===== config.mk =====
export PLATFORM = sky130hd
export DESIGN_NAME = puvvada_btn_capture_flat
export DESIGN_NICKNAME = d
export VERILOG_FILES = /design/src/rtl/puvvada_says_pkg.sv /design/src/rtl/puvvada_btn_capture_if.sv /design/src/rtl/puvvada_evt_fifo.sv /design/src/rtl/puvvada_btn_capture.sv /design/src/flat_wrapper.sv
export SDC_FILE = /design/constraint.sdc
export NUM_CORES = 1
export LEC_CHECK = 0
export CAP_MARGIN = 20
export CORE_ASPECT_RATIO = 0.7
export CORE_UTILIZATION = 55
export CTS_CLUSTER_SIZE = 20
export DETAILED_ROUTE_END_ITERATION = 6
export MAX_ROUTING_LAYER = met4
export PLACE_DENSITY = 0.78
export SLEW_MARGIN = 20
export SYNTH_ARGS = -nofsm -noshare
export SYNTH_HDL_FRONTEND = slang
export SYNTH_SLANG_ARGS = --single-unit
export TNS_END_PERCENT = 100

===== constraint.sdc =====
create_clock -name board_clk -period 5.6 [get_ports board_clk]
set_input_delay 1.68 -clock board_clk [delete_from_list [all_inputs] [get_ports board_clk]]
set_output_delay 1.68 -clock board_clk [all_outputs]
set_load 0.005 [all_outputs]

===== src/rtl/puvvada_says_pkg.sv =====
// Shared definitions for the Puvvada Says game: colour codes, button
// capture FSM states and the one-hot button to colour encoder.
package puvvada_says_pkg;

    typedef logic [1:0] color_t;

    localparam color_t COLOR_U = 2'd0;
    localparam color_t COLOR_R = 2'd1;
    localparam color_t COLOR_D = 2'd2;
    localparam color_t COLOR_L = 2'd3;

    // Button capture FSM: wait for press, qualify press, pressed, qualify release.
    typedef enum logic [1:0] {
        ST_IDLE = 2'd0,
        ST_QUAL = 2'd1,
        ST_HELD = 2'd2,
        ST_RELQ = 2'd3
    } btn_state_t;

    // Button vector ordering is {l, d, r, u}.
    function automatic color_t onehot_to_color(input logic [3:0] oh);
        color_t c;
        c = COLOR_U;
        case (oh)
            4'b0010: c = COLOR_R;
            4'b0100: c = COLOR_D;
            4'b1000: c = COLOR_L;
            default: c = COLOR_U;
        endcase
        return c;
    endfunction

    function automatic logic is_onehot(input logic [3:0] v);
        return (v != 4'b0000) && ((v & (v - 4'd1)) == 4'b0000);
    endfunction

endpackage


===== src/rtl/puvvada_btn_capture_if.sv =====
// Colour event handshake between the button capture block (master) and the
// game state machine (slave). An event is taken on an edge where
// color_valid && color_ack.
interface puvvada_btn_capture_if;
    import puvvada_says_pkg::*;

    logic   color_valid;
    color_t color_code;
    logic   color_ack;

    modport master (
        output color_valid,
        output color_code,
        input  color_ack
    );

    modport slave (
        input  color_valid,
        input  color_code,
        output color_ack
    );

endinterface


===== src/rtl/puvvada_evt_fifo.sv =====
// Small circular FIFO for colour events. Pointers carry one extra wrap bit so
// full and empty are distinguished without a counter. A write into a full FIFO
// is accepted when a read happens on the same edge. flush empties it
// synchronously.
module puvvada_evt_fifo
    import puvvada_says_pkg::*;
#(
    parameter int unsigned DEPTH = 4
) (
    input  logic   clk,
    input  logic   reset,
    input  logic   flush,
    input  logic   push,
    input  logic   pop,
    input  color_t din,
    output color_t dout,
    output logic   full,
    output logic   empty
);

    localparam int unsigned AW = $clog2(DEPTH);
    localparam int unsigned PW = AW + 1;

    logic [PW-1:0] wr_ptr;
    logic [PW-1:0] rd_ptr;
    color_t        mem [DEPTH];
    logic          do_rd;
    logic          do_wr;

    assign empty = (wr_ptr == rd_ptr);
    assign full  = (wr_ptr[AW] != rd_ptr[AW]) && (wr_ptr[AW-1:0] == rd_ptr[AW-1:0]);
    assign do_rd = pop && !empty;
    assign do_wr = push && (!full || do_rd);
    assign dout  = empty ? COLOR_U : mem[rd_ptr[AW-1:0]];

    // Pointer update; flush discards all stored events.
    always_ff @(posedge clk or posedge reset) begin
        if (reset) begin
            wr_ptr <= '0;
            rd_ptr <= '0;
        end else if (flush) begin
            wr_ptr <= '0;
            rd_ptr <= '0;
        end else begin
            if (do_wr) wr_ptr <= wr_ptr + PW'(1);
            if (do_rd) rd_ptr <= rd_ptr + PW'(1);
        end
    end

    // Event storage; contents are only meaningful between the pointers.
    always_ff @(posedge clk) begin
        if (do_wr && !flush) mem[wr_ptr[AW-1:0]] <= din;
    end

endmodule


===== src/rtl/puvvada_btn_capture.sv =====
// Button capture: synchronises BtnU/BtnR/BtnD/BtnL, debounces press and
// release, and delivers exactly one colour event per press-release cycle over
// a valid/ack handshake.
// Optional feature macro: PUVVADA_BTN_FIFO_EN selects a FIFO_DEPTH event FIFO
// instead of the single holding register.
module puvvada_btn_capture
    import puvvada_says_pkg::*;
#(
    parameter int unsigned DEBOUNCE_CYCLES = 1_000_000,
    parameter int unsigned FIFO_DEPTH      = 4
) (
    input  logic                         board_clk,
    input  logic                         reset,
    input  logic                         btn_u,
    input  logic                         btn_r,
    input  logic                         btn_d,
    input  logic                         btn_l,
    input  logic                         enable,
    puvvada_btn_capture_if.master        evt,
    output logic                         overrun,
    output logic                         busy
);

    localparam int unsigned CNT_W   = $clog2(DEBOUNCE_CYCLES);
    localparam logic [CNT_W-1:0] CNT_MAX = CNT_W'(DEBOUNCE_CYCLES - 1);

    if (DEBOUNCE_CYCLES < 2 || FIFO_DEPTH < 2 || (FIFO_DEPTH & (FIFO_DEPTH - 1)) != 0) begin : g_param_check
        $error("puvvada_btn_capture: DEBOUNCE_CYCLES >= 2 and power-of-2 FIFO_DEPTH >= 2 required");
    end

    logic [3:0]       sync1;
    logic [3:0]       s;
    logic [1:0]       prime_sr;
    logic             armed;
    btn_state_t       state;
    btn_state_t       state_nxt;
    logic [CNT_W-1:0] cnt;
    logic [CNT_W-1:0] cnt_nxt;
    logic [3:0]       cand;
    logic [3:0]       cand_nxt;
    logic             evt_push;
    color_t           evt_code;
    logic             pop;

    // Two-flop synchroniser for the raw button pins, vector order {l,d,r,u}.
    always_ff @(posedge board_clk or posedge reset) begin
        if (reset) begin
            sync1 <= '0;
            s     <= '0;
        end else begin
            sync1 <= {btn_l, btn_d, btn_r, btn_u};
            s     <= sync1;
        end
    end

    // A press is only accepted after an all-released vector has been seen
    // through a filled synchroniser since reset or since enable was low, so a
    // button held across reset or enable toggling yields no event.
    always_ff @(posedge board_clk or posedge reset) begin
        if (reset) begin
            prime_sr <= '0;
            armed    <= 1'b0;
        end else begin
            prime_sr <= {prime_sr[0], 1'b1};
            if (!enable)
                armed <= 1'b0;
            else if (prime_sr[1] && (s == 4'b0000))
                armed <= 1'b1;
        end
    end

    // Debounce FSM state, counter and candidate button register.
    always_ff @(posedge board_clk or posedge reset) begin
        if (reset) begin
            state <= ST_IDLE;
            cnt   <= '0;
            cand  <= '0;
        end else begin
            state <= state_nxt;
            cnt   <= cnt_nxt;
            cand  <= cand_nxt;
        end
    end

    // Debounce FSM next state; push fires on the last stable press cycle.
    always_comb begin
        state_nxt = state;
        cnt_nxt   = cnt;
        cand_nxt  = cand;
        evt_push  = 1'b0;
        if (!enable) begin
            state_nxt = ST_IDLE;
            cnt_nxt   = '0;
        end else begin
            unique case (state)
                ST_IDLE: begin
                    if (armed && is_onehot(s)) begin
                        cand_nxt  = s;
                        cnt_nxt   = '0;
                        state_nxt = ST_QUAL;
                    end
                end
                ST_QUAL: begin
                    if (s != cand) begin
                        cnt_nxt   = '0;
                        state_nxt = ST_IDLE;
                    end else if (cnt == CNT_MAX) begin
                        evt_push  = 1'b1;
                        cnt_nxt   = '0;
                        state_nxt = ST_HELD;
                    end else begin
                        cnt_nxt = cnt + CNT_W'(1);
                    end
                end
                ST_HELD: begin
                    if (s == 4'b0000) begin
                        cnt_nxt   = '0;
                        state_nxt = ST_RELQ;
                    end
                end
                ST_RELQ: begin
                    if (s != 4'b0000) begin
                        cnt_nxt   = '0;
                        state_nxt = ST_HELD;
                    end else if (cnt == CNT_MAX) begin
                        cnt_nxt   = '0;
                        state_nxt = ST_IDLE;
                    end else begin
                        cnt_nxt = cnt + CNT_W'(1);
                    end
                end
                default: begin
                    cnt_nxt   = '0;
                    state_nxt = ST_IDLE;
                end
            endcase
        end
    end

    assign evt_code = onehot_to_color(cand);
    assign busy     = (state != ST_IDLE);
    assign pop      = evt.color_valid && evt.color_ack;

`ifdef PUVVADA_BTN_FIFO_EN
    logic   fifo_full;
    logic   fifo_empty;
    color_t fifo_dout;

    puvvada_evt_fifo #(
        .DEPTH (FIFO_DEPTH)
    ) u_evt_fifo (
        .clk   (board_clk),
        .reset (reset),
        .flush (!enable),
        .push  (evt_push),
        .pop   (pop),
        .din   (evt_code),
        .dout  (fifo_dout),
        .full  (fifo_full),
        .empty (fifo_empty)
    );

    assign evt.color_valid = !fifo_empty;
    assign evt.color_code  = fifo_dout;

    // Sticky drop flag: push into a full FIFO with no pop on the same edge.
    always_ff @(posedge board_clk or posedge reset) begin
        if (reset)
            overrun <= 1'b0;
        else if (!enable)
            overrun <= 1'b0;
        else if (evt_push && fifo_full && !pop)
            overrun <= 1'b1;
    end
`else
    logic   hold_valid;
    color_t hold_code;

    assign evt.color_valid = hold_valid;
    assign evt.color_code  = hold_code;

    // Single holding register; a push with a same-edge pop reloads it.
    always_ff @(posedge board_clk or posedge reset) begin
        if (reset) begin
            hold_valid <= 1'b0;
            hold_code  <= COLOR_U;
            overrun    <= 1'b0;
        end else if (!enable) begin
            hold_valid <= 1'b0;
            overrun    <= 1'b0;
        end else if (evt_push) begin
            if (!hold_valid || pop) begin
                hold_code  <= evt_code;
                hold_valid <= 1'b1;
            end else begin
                overrun <= 1'b1;
            end
        end else if (pop) begin
            hold_valid <= 1'b0;
        end
    end
`endif

endmodule


===== src/flat_wrapper.sv =====
// flat-port wrapper written by rule: the top's interface ports become plain ports
module puvvada_btn_capture_flat import puvvada_says_pkg::*;
#(
    parameter int unsigned DEBOUNCE_CYCLES = 1_000_000,
    parameter int unsigned FIFO_DEPTH      = 4
)
  (board_clk, reset, btn_u, btn_r, btn_d, btn_l, enable, overrun, busy, evt_color_valid, evt_color_code, evt_color_ack);
  puvvada_btn_capture_if evt_i ();
  input  logic board_clk;
  input  logic reset;
  input  logic btn_u;
  input  logic btn_r;
  input  logic btn_d;
  input  logic btn_l;
  input  logic enable;
  output logic overrun;
  output logic busy;
  output wire logic [$bits(evt_i.color_valid)-1:0] evt_color_valid;
  output wire logic [$bits(evt_i.color_code)-1:0] evt_color_code;
  input wire logic [$bits(evt_i.color_ack)-1:0] evt_color_ack;
  assign evt_color_valid = evt_i.color_valid;
  assign evt_color_code = evt_i.color_code;
  assign evt_i.color_ack = evt_color_ack;
  puvvada_btn_capture #(.DEBOUNCE_CYCLES(DEBOUNCE_CYCLES), .FIFO_DEPTH(FIFO_DEPTH)) u_core (.board_clk(board_clk), .reset(reset), .btn_u(btn_u), .btn_r(btn_r), .btn_d(btn_d), .btn_l(btn_l), .enable(enable), .evt(evt_i), .overrun(overrun), .busy(busy));
endmodule

==> run_summary.xml <==
<?xml version="1.0" encoding="UTF-8"?>
<metrics>
  <group name="timing">
    <metric name="final_report_setup_violation_count" unit="">0</metric>
    <metric name="fin_setup_tns" unit="ns">0</metric>
    <metric name="worst_case_setup_margin_in_the_final_layout" unit="ns">2.31</metric>
    <metric name="measured_slew_at_the_worst_slew_check_pin" unit="ns">0.979</metric>
    <metric name="grt_setup_unrepaired" unit="">false</metric>
    <metric name="relSlewSlack" unit="">0.346</metric>
    <metric name="maxClockFrequency" unit="MHz">304</metric>
    <metric name="layout_worst_path_cycle_share" unit="">0.587</metric>
    <metric name="finalWorstPathRequiredPeriod" unit="ns">3.29</metric>
    <metric name="timing.final.hold_violations" unit="">0</metric>
    <metric name="clock_skew" unit="ns">0.00939</metric>
    <metric name="report.final.slew_viol_count" unit="">0</metric>
  </group>
  <group name="worst_setup_path">
    <metric name="critical-path-max-stage-delay" unit="ns">0.68</metric>
    <metric name="timing.critical_path.to_type" unit="">flip-flop</metric>
    <metric name="critPathLaunchType" unit="">input port</metric>
    <metric name="arrival" unit="ns">3.53</metric>
    <metric name="worst-setup-path-type" unit="">in2reg</metric>
    <metric name="crit_chain" unit="">clkdlybuf4s50_1, o311ai_2, nor2_2, mux2_2</metric>
    <metric name="cpMaxStageDelayCell" unit="">clkdlybuf4s50_1</metric>
    <metric name="path_max_fanout" unit="">13</metric>
    <metric name="worstPathBufferInverterCount" unit="">1</metric>
    <metric name="worst_ep_required_time" unit="ns">5.84</metric>
    <metric name="critPathTopFamily" unit="">buffers and inverters</metric>
  </group>
  <group name="grt">
    <metric name="global_route.peak_usage_layer" unit="">met2</metric>
    <metric name="first_global_vias" unit="">1617</metric>
    <metric name="grt_util_met2" unit="">0.423</metric>
    <metric name="grt.overflow.total" unit="">0</metric>
    <metric name="grt_antenna_before_repair" unit="">0</metric>
    <metric name="grt.met1_usage" unit="">0.347</metric>
    <metric name="grt_pass1_wl" unit="um">7770</metric>
    <metric name="grtUsageTotal" unit="">0.262</metric>
    <metric name="largest_net_degree_at_the_start_of_global_routing" unit="">42</metric>
    <metric name="use_met3" unit="">0.0458</metric>
  </group>
  <group name="clocking">
    <metric name="hold_buffers_post_cts" unit="">0</metric>
    <metric name="max_buffers_root_to_sink" unit="">2</metric>
    <metric name="post_cts.repair.setup_buffers" unit="">0</metric>
    <metric name="tritoncts" unit="">done</metric>
    <metric name="h_tree_depth" unit="">2</metric>
    <metric name="number_of_buffers_inserted_during_clock_tree_synthesis" unit="">5</metric>
    <metric name="cts_num_sinks" unit="">41</metric>
    <metric name="insertion_delay" unit="ns">0.30</metric>
    <metric name="ctsRootBufferMaster" unit="">clkbuf_8</metric>
    <metric name="cts.reportedPaths.clkPinSlew" unit="ns">0.09</metric>
    <metric name="post_cts_resized" unit="">0</metric>
  </group>
  <group name="drt">
    <metric name="detail_route.iter0.violations" unit="">186</metric>
    <metric name="routed-via-count" unit="">1742</metric>
    <metric name="drt_drc_violations_left" unit="">0</metric>
    <metric name="vias_per_inst" unit="">6.60</metric>
    <metric name="wl_per_cell" unit="um">18.0</metric>
    <metric name="antenna_left" unit="">0</metric>
    <metric name="drt_pre_antenna_iters" unit="">4</metric>
    <metric name="total_detailed_routing_wirelength" unit="um">4760</metric>
  </group>
  <group name="logic_synthesis">
    <metric name="synth.lib_cells_used.distinct" unit="">48</metric>
    <metric name="mappedNetlistArea" unit="um^2">2140</metric>
    <metric name="yosys-top-cells-area" unit="">dfrtp_1, a31oi_1, nor3_1</metric>
    <metric name="synth_largest_area_cell" unit="">dfrtp_1</metric>
    <metric name="asyncSetResetFlopFracSynth" unit="">1.00</metric>
    <metric name="synthDominantCellAreaShare" unit="">0.480</metric>
    <metric name="synth_edf_count" unit="">0</metric>
    <metric name="ys_seq_area_frac" unit="">0.480</metric>
    <metric name="synth-seq-cells" unit="">41</metric>
    <metric name="synth_area_per_cell" unit="um^2">10.5</metric>
    <metric name="synthesis.instances" unit="">203</metric>
    <metric name="top_reg_cell_synth" unit="">dfrtp_1</metric>
    <metric name="yosysWarningCount" unit="">0</metric>
    <metric name="mappedNetlistNets" unit="">212</metric>
  </group>
  <group name="placement">
    <metric name="placement.io_buffers" unit="">12</metric>
    <metric name="post-dp-hpwl" unit="um">3240</metric>
    <metric name="weighted_congestion_reported_at_the_end_of_routability_driven_placement" unit="">0.883</metric>
    <metric name="placed_cells" unit="">256</metric>
    <metric name="detailedPlace.worstSlack" unit="ns">2.04</metric>
  </group>
  <group name="finish">
    <metric name="nFillCells" unit="">290</metric>
    <metric name="multi_input_area" unit="um^2">1020</metric>
    <metric name="final-instance-count-excl-fill" unit="">264</metric>
    <metric name="seqCellArea" unit="um^2">1030</metric>
    <metric name="post_route_cells_drive_above_1_share" unit="">0.112</metric>
    <metric name="fin_nets" unit="">222</metric>
    <metric name="layout-area-overhead-vs-synth" unit="%">10.4</metric>
    <metric name="diodes" unit="">0</metric>
    <metric name="post-route-util" unit="">0.651</metric>
  </group>
  <group name="power">
    <metric name="max-vdd-ir-drop" unit="mV">0.157</metric>
    <metric name="power" unit="W">0.000574</metric>
    <metric name="pwr_density_cell" unit="nW/um^2">243</metric>
    <metric name="p_leak" unit="nW">0.966</metric>
  </group>
  <group name="die">
    <metric name="vertical_die_dimension" unit="um">54.2</metric>
    <metric name="io_pins" unit="">13</metric>
    <metric name="rows" unit="">18</metric>
    <metric name="design.core.area" unit="um^2">3630</metric>
    <metric name="start_util" unit="">0.590</metric>
    <metric name="floorplan.die_area" unit="um^2">4150</metric>
    <metric name="die_width" unit="um">76.5</metric>
  </group>
  <group name="flow_run">
    <metric name="cap_violations" unit="">0</metric>
  </group>
  <group name="run_status">
    <metric name="result_of_the_run" unit="">completed</metric>
  </group>
  <group name="min_path">
    <metric name="worst_min_delay_path_class" unit="">reg2reg</metric>
  </group>
</metrics>
path summary, 6_finish.rpt:
check | cells after the start | to | start | slack, ns
setup / recovery | 4 | u_core.cnt[0] | enable | 2.31
hold / removal | 0 | u_core.prime_sr[1] | u_core.prime_sr[0] | 0.35
setup reg to reg | 6 | u_core.cnt[18] | u_core.cnt[1] | 2.82
hold reg to reg | 0 | u_core.prime_sr[1] | u_core.prime_sr[0] | 0.35
max in group asynchronous | 3 | u_core.state[1] | reset | 3.43
min in group asynchronous | 3 | u_core.sync1[1] | reset | 1.81
cell type report:
| type | instances | share of cell area |
|---|---|---|
| flip-flops and latches | 41 | 0.435 |
| multi-input cells | 143 | 0.431 |
| repair buffers | 13 | 0.0541 |
| clock buffers | 5 | 0.0291 |
| well taps | 50 | 0.0265 |
| inverters | 9 | 0.0143 |
| clock inverters | 3 | 0.0106 |
where the power goes:
group          switching, W  internal, W
registers         0.0000125     0.000306
clock network      0.000111    0.0000900
logic             0.0000320    0.0000227
total              0.000156     0.000418
metal layers:
metal / up-vias / wire length (um)
li1: 800 / -
met1: 865 / 2180
met2: 67 / 2170
met3: 10 / 353
met4: 0 / 57
met5: - / 0
synth_stat cells (5+ instances only):
library cell and n:
nand3_1 13, nor3_1 16, xnor2_1 9, a221o_1 7, dfrtp_1 41, o21ai_0 6
mux2_2 5, a31oi_1 13, nor2_1 6, inv_1 9, nand2_1 8, nand4_1 8
or3_1 5
logic make-up after synthesis:
| family | share of synthesized area |
|---|---|
| simple gates | 0.228 |
| compound gates | 0.167 |
| flops | 0.480 |
| buf+inv | 0.0445 |
| xor+xnor | 0.0369 |
| mux | 0.0369 |
| fa+ha+maj | 0.00585 |
| other cells | 0.00175 |
flip-flops by register name, indices dropped and copies added (netlist names):
register and flops:
u_core.cnt 20, u_core.cand 4, u_core.s 4, u_core.sync1 4, u_core.evt.color_code 2, u_core.prime_sr 2
u_core.state 2, u_core.armed 1, u_core.evt.color_valid 1, u_core.overrun 1
cells in the final DEF (no fill, tap or decap), drive strengths merged, types with 3 or more instances in the layout:
cell | netlist | final
or3 | 5 | 5
nor2 | 7 | 7
inv | 9 | 10
clkdlybuf4s50 | 0 | 12
a22o | 4 | 4
a21o | 3 | 3
dfrtp | 41 | 41
and4 | 4 | 4
and3 | 3 | 3
a31oi | 13 | 13
nand4 | 8 | 8
nand2 | 9 | 9
o21ai | 6 | 6
clkbuf | 3 | 5
nor3 | 17 | 17
xnor2 | 9 | 9
mux2 | 7 | 7
a221o | 7 | 7
nand3 | 14 | 14
through the flow:
stage | hold WS (ns) | area (um^2)
global route | 0.363 | 2360
finish | 0.355 | 2360
global placement | 0.333 | 2270
floorplan | 0.331 | 2140
CTS | 0.355 | 2360
detailed placement | 0.336 | 2270
No activity file was read; power rests on OpenSTA's default activity.
